$ cat config.mk
export PLATFORM = sky130hd
export DESIGN_NAME = seg7_scan_decoder
export DESIGN_NICKNAME = d
export VERILOG_FILES = /design/src/rtl/seg7_pkg.sv /design/src/rtl/seg7_pattern_decode.sv /design/src/rtl/seg7_scan_decoder.sv
export SDC_FILE = /design/constraint.sdc
export NUM_CORES = 1
export LEC_CHECK = 0
export ABC_AREA = 1
export BUFFER_PORTS_ARGS = -buffer_cell sky130_fd_sc_hd__clkbuf_2
export CAP_MARGIN = 20
export CELL_PAD_IN_SITES_DETAIL_PLACEMENT = 0
export CELL_PAD_IN_SITES_GLOBAL_PLACEMENT = 1
export CORE_MARGIN = 10
export CORE_UTILIZATION = 48
export CTS_BUF_LIST = sky130_fd_sc_hd__clkbuf_4 sky130_fd_sc_hd__clkbuf_8
export CTS_CLUSTER_SIZE = 16
export DETAILED_ROUTE_END_ITERATION = 10
export PLACE_DENSITY = 0.94
export SYNTH_ARGS = -nofsm -noshare
export SYNTH_HDL_FRONTEND = slang
export SYNTH_SLANG_ARGS = --single-unit
$ cat constraint.sdc
create_clock -name clk -period 2.1 [get_ports clk]
set_input_delay 0.315 -clock clk [delete_from_list [all_inputs] [get_ports clk]]
set_output_delay 0.315 -clock clk [all_outputs]
set_load 0.02 [all_outputs]
$ cat src/rtl/seg7_pkg.sv
// Shared constants for the 7-segment scan decoder: segment table, digit
// enable positions and the glitch-filter state type.
package seg7_pkg;

  // Digit enable bits forced high (off) before the segment table lookup
  localparam logic [11:0] DIGIT_MASK = 12'h9A0;

  // Normalised bus codes for numerals 0..9 (digit bits already forced off)
  localparam logic [11:0] SEG7_CODE [0:9] = '{
    12'hFEB, 12'h9E8, 12'hDF3, 12'hDFA, 12'hBF8,
    12'hFBA, 12'hFBB, 12'hDE8, 12'hFFB, 12'hFFA
  };

  // Active-low digit enable positions on the bus
  localparam int EN_D1_BIT = 11;
  localparam int EN_D2_BIT = 8;
  localparam int EN_D3_BIT = 7;
  localparam int EN_D4_BIT = 5;

  // Glitch filter: TRACK counts stable samples, HELD waits for the next change
  typedef enum logic {
    TRACK = 1'b0,
    HELD  = 1'b1
  } filt_state_e;

endpackage

$ cat src/rtl/seg7_pattern_decode.sv
// Combinational decode of one display bus sample: numeral lookup on the
// normalised segment code and classification of the digit enables.
module seg7_pattern_decode
  import seg7_pkg::*;
(
  input  logic [11:0] bus_i,
  output logic        pat_valid_o,
  output logic [3:0]  value_o,
  output logic        blank_o,
  output logic        multi_o,
  output logic [1:0]  idx_o
);

  logic [11:0] code;
  logic [3:0]  lit;     // [3]=D1 .. [0]=D4, 1 = digit enabled
  logic        single;

  assign code = bus_i | DIGIT_MASK;
  assign lit  = ~{bus_i[EN_D1_BIT], bus_i[EN_D2_BIT], bus_i[EN_D3_BIT], bus_i[EN_D4_BIT]};

  // Segment table lookup; unmatched codes are reported as invalid
  always_comb begin
    pat_valid_o = 1'b0;
    value_o     = 4'd0;
    for (int i = 0; i < 10; i++) begin
      if (code == SEG7_CODE[i]) begin
        pat_valid_o = 1'b1;
        value_o     = 4'(i);
      end
    end
  end

  // Enable classification: exactly one digit lit gives its index
  always_comb begin
    single = 1'b1;
    idx_o  = 2'd0;
    case (lit)
      4'b1000: idx_o = 2'd3;
      4'b0100: idx_o = 2'd2;
      4'b0010: idx_o = 2'd1;
      4'b0001: idx_o = 2'd0;
      default: single = 1'b0;
    endcase
  end

  assign blank_o = (lit == 4'b0000);
  assign multi_o = !blank_o && !single;

endmodule

$ cat src/rtl/seg7_scan_decoder.sv
// Receive side of the multiplexed 4-digit display: synchronises the bus,
// filters glitches, recovers per-digit BCD readback with staleness timeout
// and reports malformed patterns.
//
// No handshake: update_pulse, pattern_err and enable_err are single-cycle
// strobes with no back-pressure; bcd_out/digit_valid/update_digit are
// registered levels that are valid every cycle.
module seg7_scan_decoder
  import seg7_pkg::*;
#(
  parameter int STABLE_CYCLES  = 4,
  parameter int TIMEOUT_CYCLES = 100000
) (
  input  logic        clk,
  input  logic        reset_n,
  input  logic [11:0] hex_in,
  input  logic        err_clr,
  output logic [15:0] bcd_out,
  output logic [3:0]  digit_valid,
  output logic        update_pulse,
  output logic [1:0]  update_digit,
  output logic        pattern_err,
  output logic        enable_err,
  output logic [7:0]  err_count
);

  localparam int SCW = (STABLE_CYCLES > 1) ? $clog2(STABLE_CYCLES) : 1;
  localparam int TCW = $clog2(TIMEOUT_CYCLES);
  localparam logic [SCW-1:0] STAB_LAST = SCW'(STABLE_CYCLES - 1);
  localparam logic [TCW-1:0] TO_LAST   = TCW'(TIMEOUT_CYCLES - 1);

  logic [11:0]     sync1_q, sync2_q, prev_q;
  filt_state_e     state_q;
  logic [SCW-1:0]  stab_cnt_q;
  logic [3:0]      digit_q [4];
  logic [TCW-1:0]  to_cnt_q [4];
  logic [3:0]      valid_q;
  logic            pulse_q, perr_q, eerr_q;
  logic [1:0]      upd_digit_q;
  logic [7:0]      err_cnt_q;

  logic            same_d, accept_d, err_event_d;
  logic            pat_valid, blank, multi, single;
  logic [3:0]      value;
  logic [1:0]      idx;

  seg7_pattern_decode u_decode (
    .bus_i       (sync2_q),
    .pat_valid_o (pat_valid),
    .value_o     (value),
    .blank_o     (blank),
    .multi_o     (multi),
    .idx_o       (idx)
  );

  assign single      = !blank && !multi;
  assign same_d      = (sync2_q == prev_q);
  assign accept_d    = (state_q == TRACK) && same_d && (stab_cnt_q == STAB_LAST);
  assign err_event_d = accept_d && (multi || (single && !pat_valid));

  // Two-flop synchroniser plus the previous synced sample for change detection
  always_ff @(posedge clk or negedge reset_n) begin
    if (!reset_n) begin
      sync1_q <= DIGIT_MASK;
      sync2_q <= DIGIT_MASK;
      prev_q  <= DIGIT_MASK;
    end else begin
      sync1_q <= hex_in;
      sync2_q <= sync1_q;
      prev_q  <= sync2_q;
    end
  end

  // Glitch filter: accept once per stable run, re-arm on any change
  always_ff @(posedge clk or negedge reset_n) begin
    if (!reset_n) begin
      state_q    <= TRACK;
      stab_cnt_q <= '0;
    end else begin
      case (state_q)
        TRACK: begin
          if (!same_d)                     stab_cnt_q <= '0;
          else if (stab_cnt_q == STAB_LAST) state_q    <= HELD;
          else                             stab_cnt_q <= stab_cnt_q + 1'b1;
        end
        HELD: begin
          if (!same_d) begin
            state_q    <= TRACK;
            stab_cnt_q <= '0;
          end
        end
        default: begin
          state_q    <= TRACK;
          stab_cnt_q <= '0;
        end
      endcase
    end
  end

  // Digit registers, staleness timeout and strobes; an accept overrides a timeout
  always_ff @(posedge clk or negedge reset_n) begin
    if (!reset_n) begin
      for (int i = 0; i < 4; i++) begin
        digit_q[i]  <= '0;
        to_cnt_q[i] <= '0;
      end
      valid_q     <= '0;
      pulse_q     <= 1'b0;
      perr_q      <= 1'b0;
      eerr_q      <= 1'b0;
      upd_digit_q <= 2'd0;
    end else begin
      pulse_q <= 1'b0;
      perr_q  <= 1'b0;
      eerr_q  <= 1'b0;
      for (int i = 0; i < 4; i++) begin
        if (valid_q[i]) begin
          if (to_cnt_q[i] == TO_LAST) valid_q[i]  <= 1'b0;
          else                        to_cnt_q[i] <= to_cnt_q[i] + 1'b1;
        end
      end
      if (accept_d) begin
        if (single) begin
          if (pat_valid) begin
            digit_q[idx]  <= value;
            valid_q[idx]  <= 1'b1;
            to_cnt_q[idx] <= '0;
            pulse_q       <= 1'b1;
            upd_digit_q   <= idx;
          end else begin
            perr_q       <= 1'b1;
            valid_q[idx] <= 1'b0;
          end
        end else if (multi) begin
          eerr_q <= 1'b1;
        end
      end
    end
  end

  // Saturating error counter; a clear wins over a same-cycle error
  always_ff @(posedge clk or negedge reset_n) begin
    if (!reset_n) begin
      err_cnt_q <= 8'd0;
    end else if (err_clr) begin
      err_cnt_q <= 8'd0;
    end else if (err_event_d && (err_cnt_q != 8'hFF)) begin
      err_cnt_q <= err_cnt_q + 8'd1;
    end
  end

  assign bcd_out      = {digit_q[3], digit_q[2], digit_q[1], digit_q[0]};
  assign digit_valid  = valid_q;
  assign update_pulse = pulse_q;
  assign update_digit = upd_digit_q;
  assign pattern_err  = perr_q;
  assign enable_err   = eerr_q;
  assign err_count    = err_cnt_q;

endmodule

==> impl_metrics.toml <==
[status]
status = "completed"

[yosys]
synth_fp_nets = 861
ys_seq_area_frac = 0.502
avgSynthCellArea_sq_um = 8.34
synth_warnings = 0
ys.flop_type = "dfrtp_1"
synth_top_area_frac = 0.457
synth_edf_count = 0
synth_cells = 840
synthesis.area_sq_um = 7000
netlist_top_cells_area = "dfrtp_1, nand2_1, nor2_1, xor2_1, dfstp_2"
synth_area_leader_cell = "dfrtp_1"
ys_types = 43
yosys_register_bits = 140
synthArstFlopShare = 1.00

[clocking]
clock_sinks = 140
cts_buffers = 17
clock_latency_ps = 440
clock_path_buffers = 2
cts_root_buf = "clkbuf_8"
htreeDepth = 4
cts_tree = "yes"
clk_pin_slew_ps = 70

[die]
die_w_microns = 141
dieArea_sq_um = 19800
pin_count = 48
core_sq_um = 14400
row_count = 44
die_h_microns = 141
initial_core_util = 0.486

[placed_design]
gp_congestion = 0.859
preCtsSetupSlack_ps = 58.5
io_buffers = 47
place_hpwl_mm = 11.0
dp_cells = 1079

[timing]
fin_crit_sh = 0.939
finalClockSkew_ps = 13.4
timing.fmax_mhz = 507
timing.final.ws_setup_ps = 128
setup-violations-final = 0
worstMarginPinSlew_ps = 468
drv_slew = 0
max_slew_margin = 0.685
whs_ps = 265
fin_crit_ps = 1970
tns_ps = 0
hold_viol = 0

[worst_setup_path]
r2r_start = "sync2_q[8]$_DFF_PN1_"
r2r_cells = 10
path_class = "flip-flop to flip-flop"
required_ps = 2440
worstPathMaxFanout = 7
crit_path_end_kind = "flip-flop"
arrival_ps = 2310
start_kind = "flip-flop"
regToRegEndpoint = "to_cnt_q[53]$_DFF_PN0_"
ff2ff_setup_slack_ps = 130

[power]
p_per_area_nw_per_um2 = 648
ir_drop_mv = 0.575
p_leak_uw = 0.00395

[drt]
avgRoutedWirePerCell_microns = 13.4
drtAntennaViolNets = 0
first_pass_iters = 5
first_iter_violations = 394
num_vias = 5657
via_per_inst = 4.99
totalWireLength_mm = 15.1
drc = 0

[worst_hold_path]
worstHoldStart = "err_clr"
hold_path_depth = 4
hold_end = "err_count[1]$_DFFE_PN0P_"
hold_path_class = "primary input to flip-flop"

[job]
drv_cap = 0

[final_layout]
layout-drive-gt1-share = 0.177
syn_to_final_growth_pct = 18.8
utilization = 0.577
final_nets = 957
antenna_cells = 0
fin_cells = 1133

[global_route]
grt_pass1_vias = 5459
grt-ovfl-total = 0
grt_max_degree = 52
grt_pass1_wl_mm = 25.8
grt_usage = 0.155
antenna_found_initial = 0
==> worst max-delay path, stage by stage (launching register included) <==
cell and delay (ps):
dfstp_2 570, xnor2_1 130, nand2_1 70, nor2_1 110, and2_2 210, nand2_4 110
nor2_8 230, nand3_4 160, buf_12 170, nand3_1 60, inv_1 40
==> through the flow <==
stage,area (sq um),power (uW)
floorplan,7000,2930
global placement,7570,3040
detailed placement,7570,3040
CTS,8150,5460
global route,8320,5630
finish,8320,5390
==> Yosys cell counts, types with 2 or more instances <==
cell / instances
clkbuf_1: 3
nand2_4: 2
inv_2: 3
nor3b_4: 2
buf_4: 2
nand3_4: 3
xor2_1: 42
nor4_1: 4
o21ai_0: 35
buf_2: 3
o21ai_1: 5
nand4_2: 2
nor3_1: 22
nor2_2: 6
nor2_1: 149
inv_1: 80
nand2_2: 3
nand4_1: 21
xnor2_1: 18
nand3_2: 3
nor3_2: 3
dfstp_2: 12
a21oi_1: 12
nor3_4: 2
nand3_1: 48
ha_1: 6
nand3b_1: 4
dfrtp_1: 128
nand2_1: 203
==> layout make-up <==
class	instances	area, sq um
Sequential cell	140	3520
Fill cell	1322	6100
Clock inverter	14	193
Tap cell	184	230
Timing Repair Buffer	84	602
Clock buffer	18	248
Inverter	85	322
Multi-Input combinational cell	608	3200
==> routing by layer <==
layer	vias to the layer above	GRT usage	part of all wire
li1	2879	-	-
met1	2668	0.211	0.49
met2	98	0.237	0.45
met3	12	0.0380	0.038
met4	0	0.0505	0.013
met5	-	0	0
==> cell families (layout without fill, tap and decap cells) <==
family          after synthesis  in the layout  share of synthesized area
xor+xnor                     60             60                     0.0750
compound gates               57             57                     0.0432
mux                           1              1                    0.00143
flops                       140            140                      0.502
buf+inv                      94            201                     0.0534
fa+ha+maj                     6              6                     0.0107
simple gates                482            484                      0.314
==> placed cells by master, fill, tap and decap left out, types with 5 or more instances in the layout <==
cell type / n
nand4_1: 21
o21ai_0: 34
dlygate4sd3_1: 13
clkbuf_8: 18
nand3_4: 6
dfstp_2: 12
o21ai_1: 6
nor3_1: 21
inv_2: 5
a21oi_1: 12
nor2_2: 10
nand2_1: 201
inv_1: 78
nor2_1: 143
nand2_2: 5
xor2_1: 42
ha_1: 6
xnor2_1: 18
clkbuf_2: 46
nand3_1: 48
buf_4: 20
dfrtp_1: 124
==> how the worst max path moves through the flow <==
stage                    startpoint  depth (start not counted)                endpoint
2_1_floorplan  sync2_q[5]$_DFF_PN1_                         10  bcd_out[9]$_DFFE_PN0P_
3_3_place_gp   sync2_q[8]$_DFF_PN1_                          9  to_cnt_q[33]$_DFF_PN0_
3_5_place_dp   sync2_q[1]$_DFF_PN0_                          7   to_cnt_q[8]$_DFF_PN0_
4_1_cts        sync2_q[1]$_DFF_PN0_                          7   to_cnt_q[8]$_DFF_PN0_
5_1_grt        sync2_q[8]$_DFF_PN1_                          9  to_cnt_q[34]$_DFF_PN0_
6_report       sync2_q[8]$_DFF_PN1_                         10  to_cnt_q[53]$_DFF_PN0_
==> report_power, final <==
group	total [uW]	switching [uW]	internal [uW]
Sequential	2780	35.2	2750
Combinational	231	144	87.4
Clock	2380	1050	1330
Total	5390	1230	4160
==> registers in the layout, summed over array words and instances, names as in the netlist <==
signal        flops
to_cnt_q         68
bcd_out          16
prev_q           12
sync1_q          12
sync2_q          12
err_count         8
digit_valid       4
stab_cnt_q        2
update_digit      2
enable_err        1
pattern_err       1
state_q           1
update_pulse      1
==> timing repair <==
action / in CTS / in global routing
buffers inserted: 0 / 7
gates resized for setup: 0 / 23
hold buffers: 13 / 0
setup endpoints to repair: 0 / 82
hold endpoints to repair: 57 / 0
No activity file was read; power rests on OpenSTA's default activity.
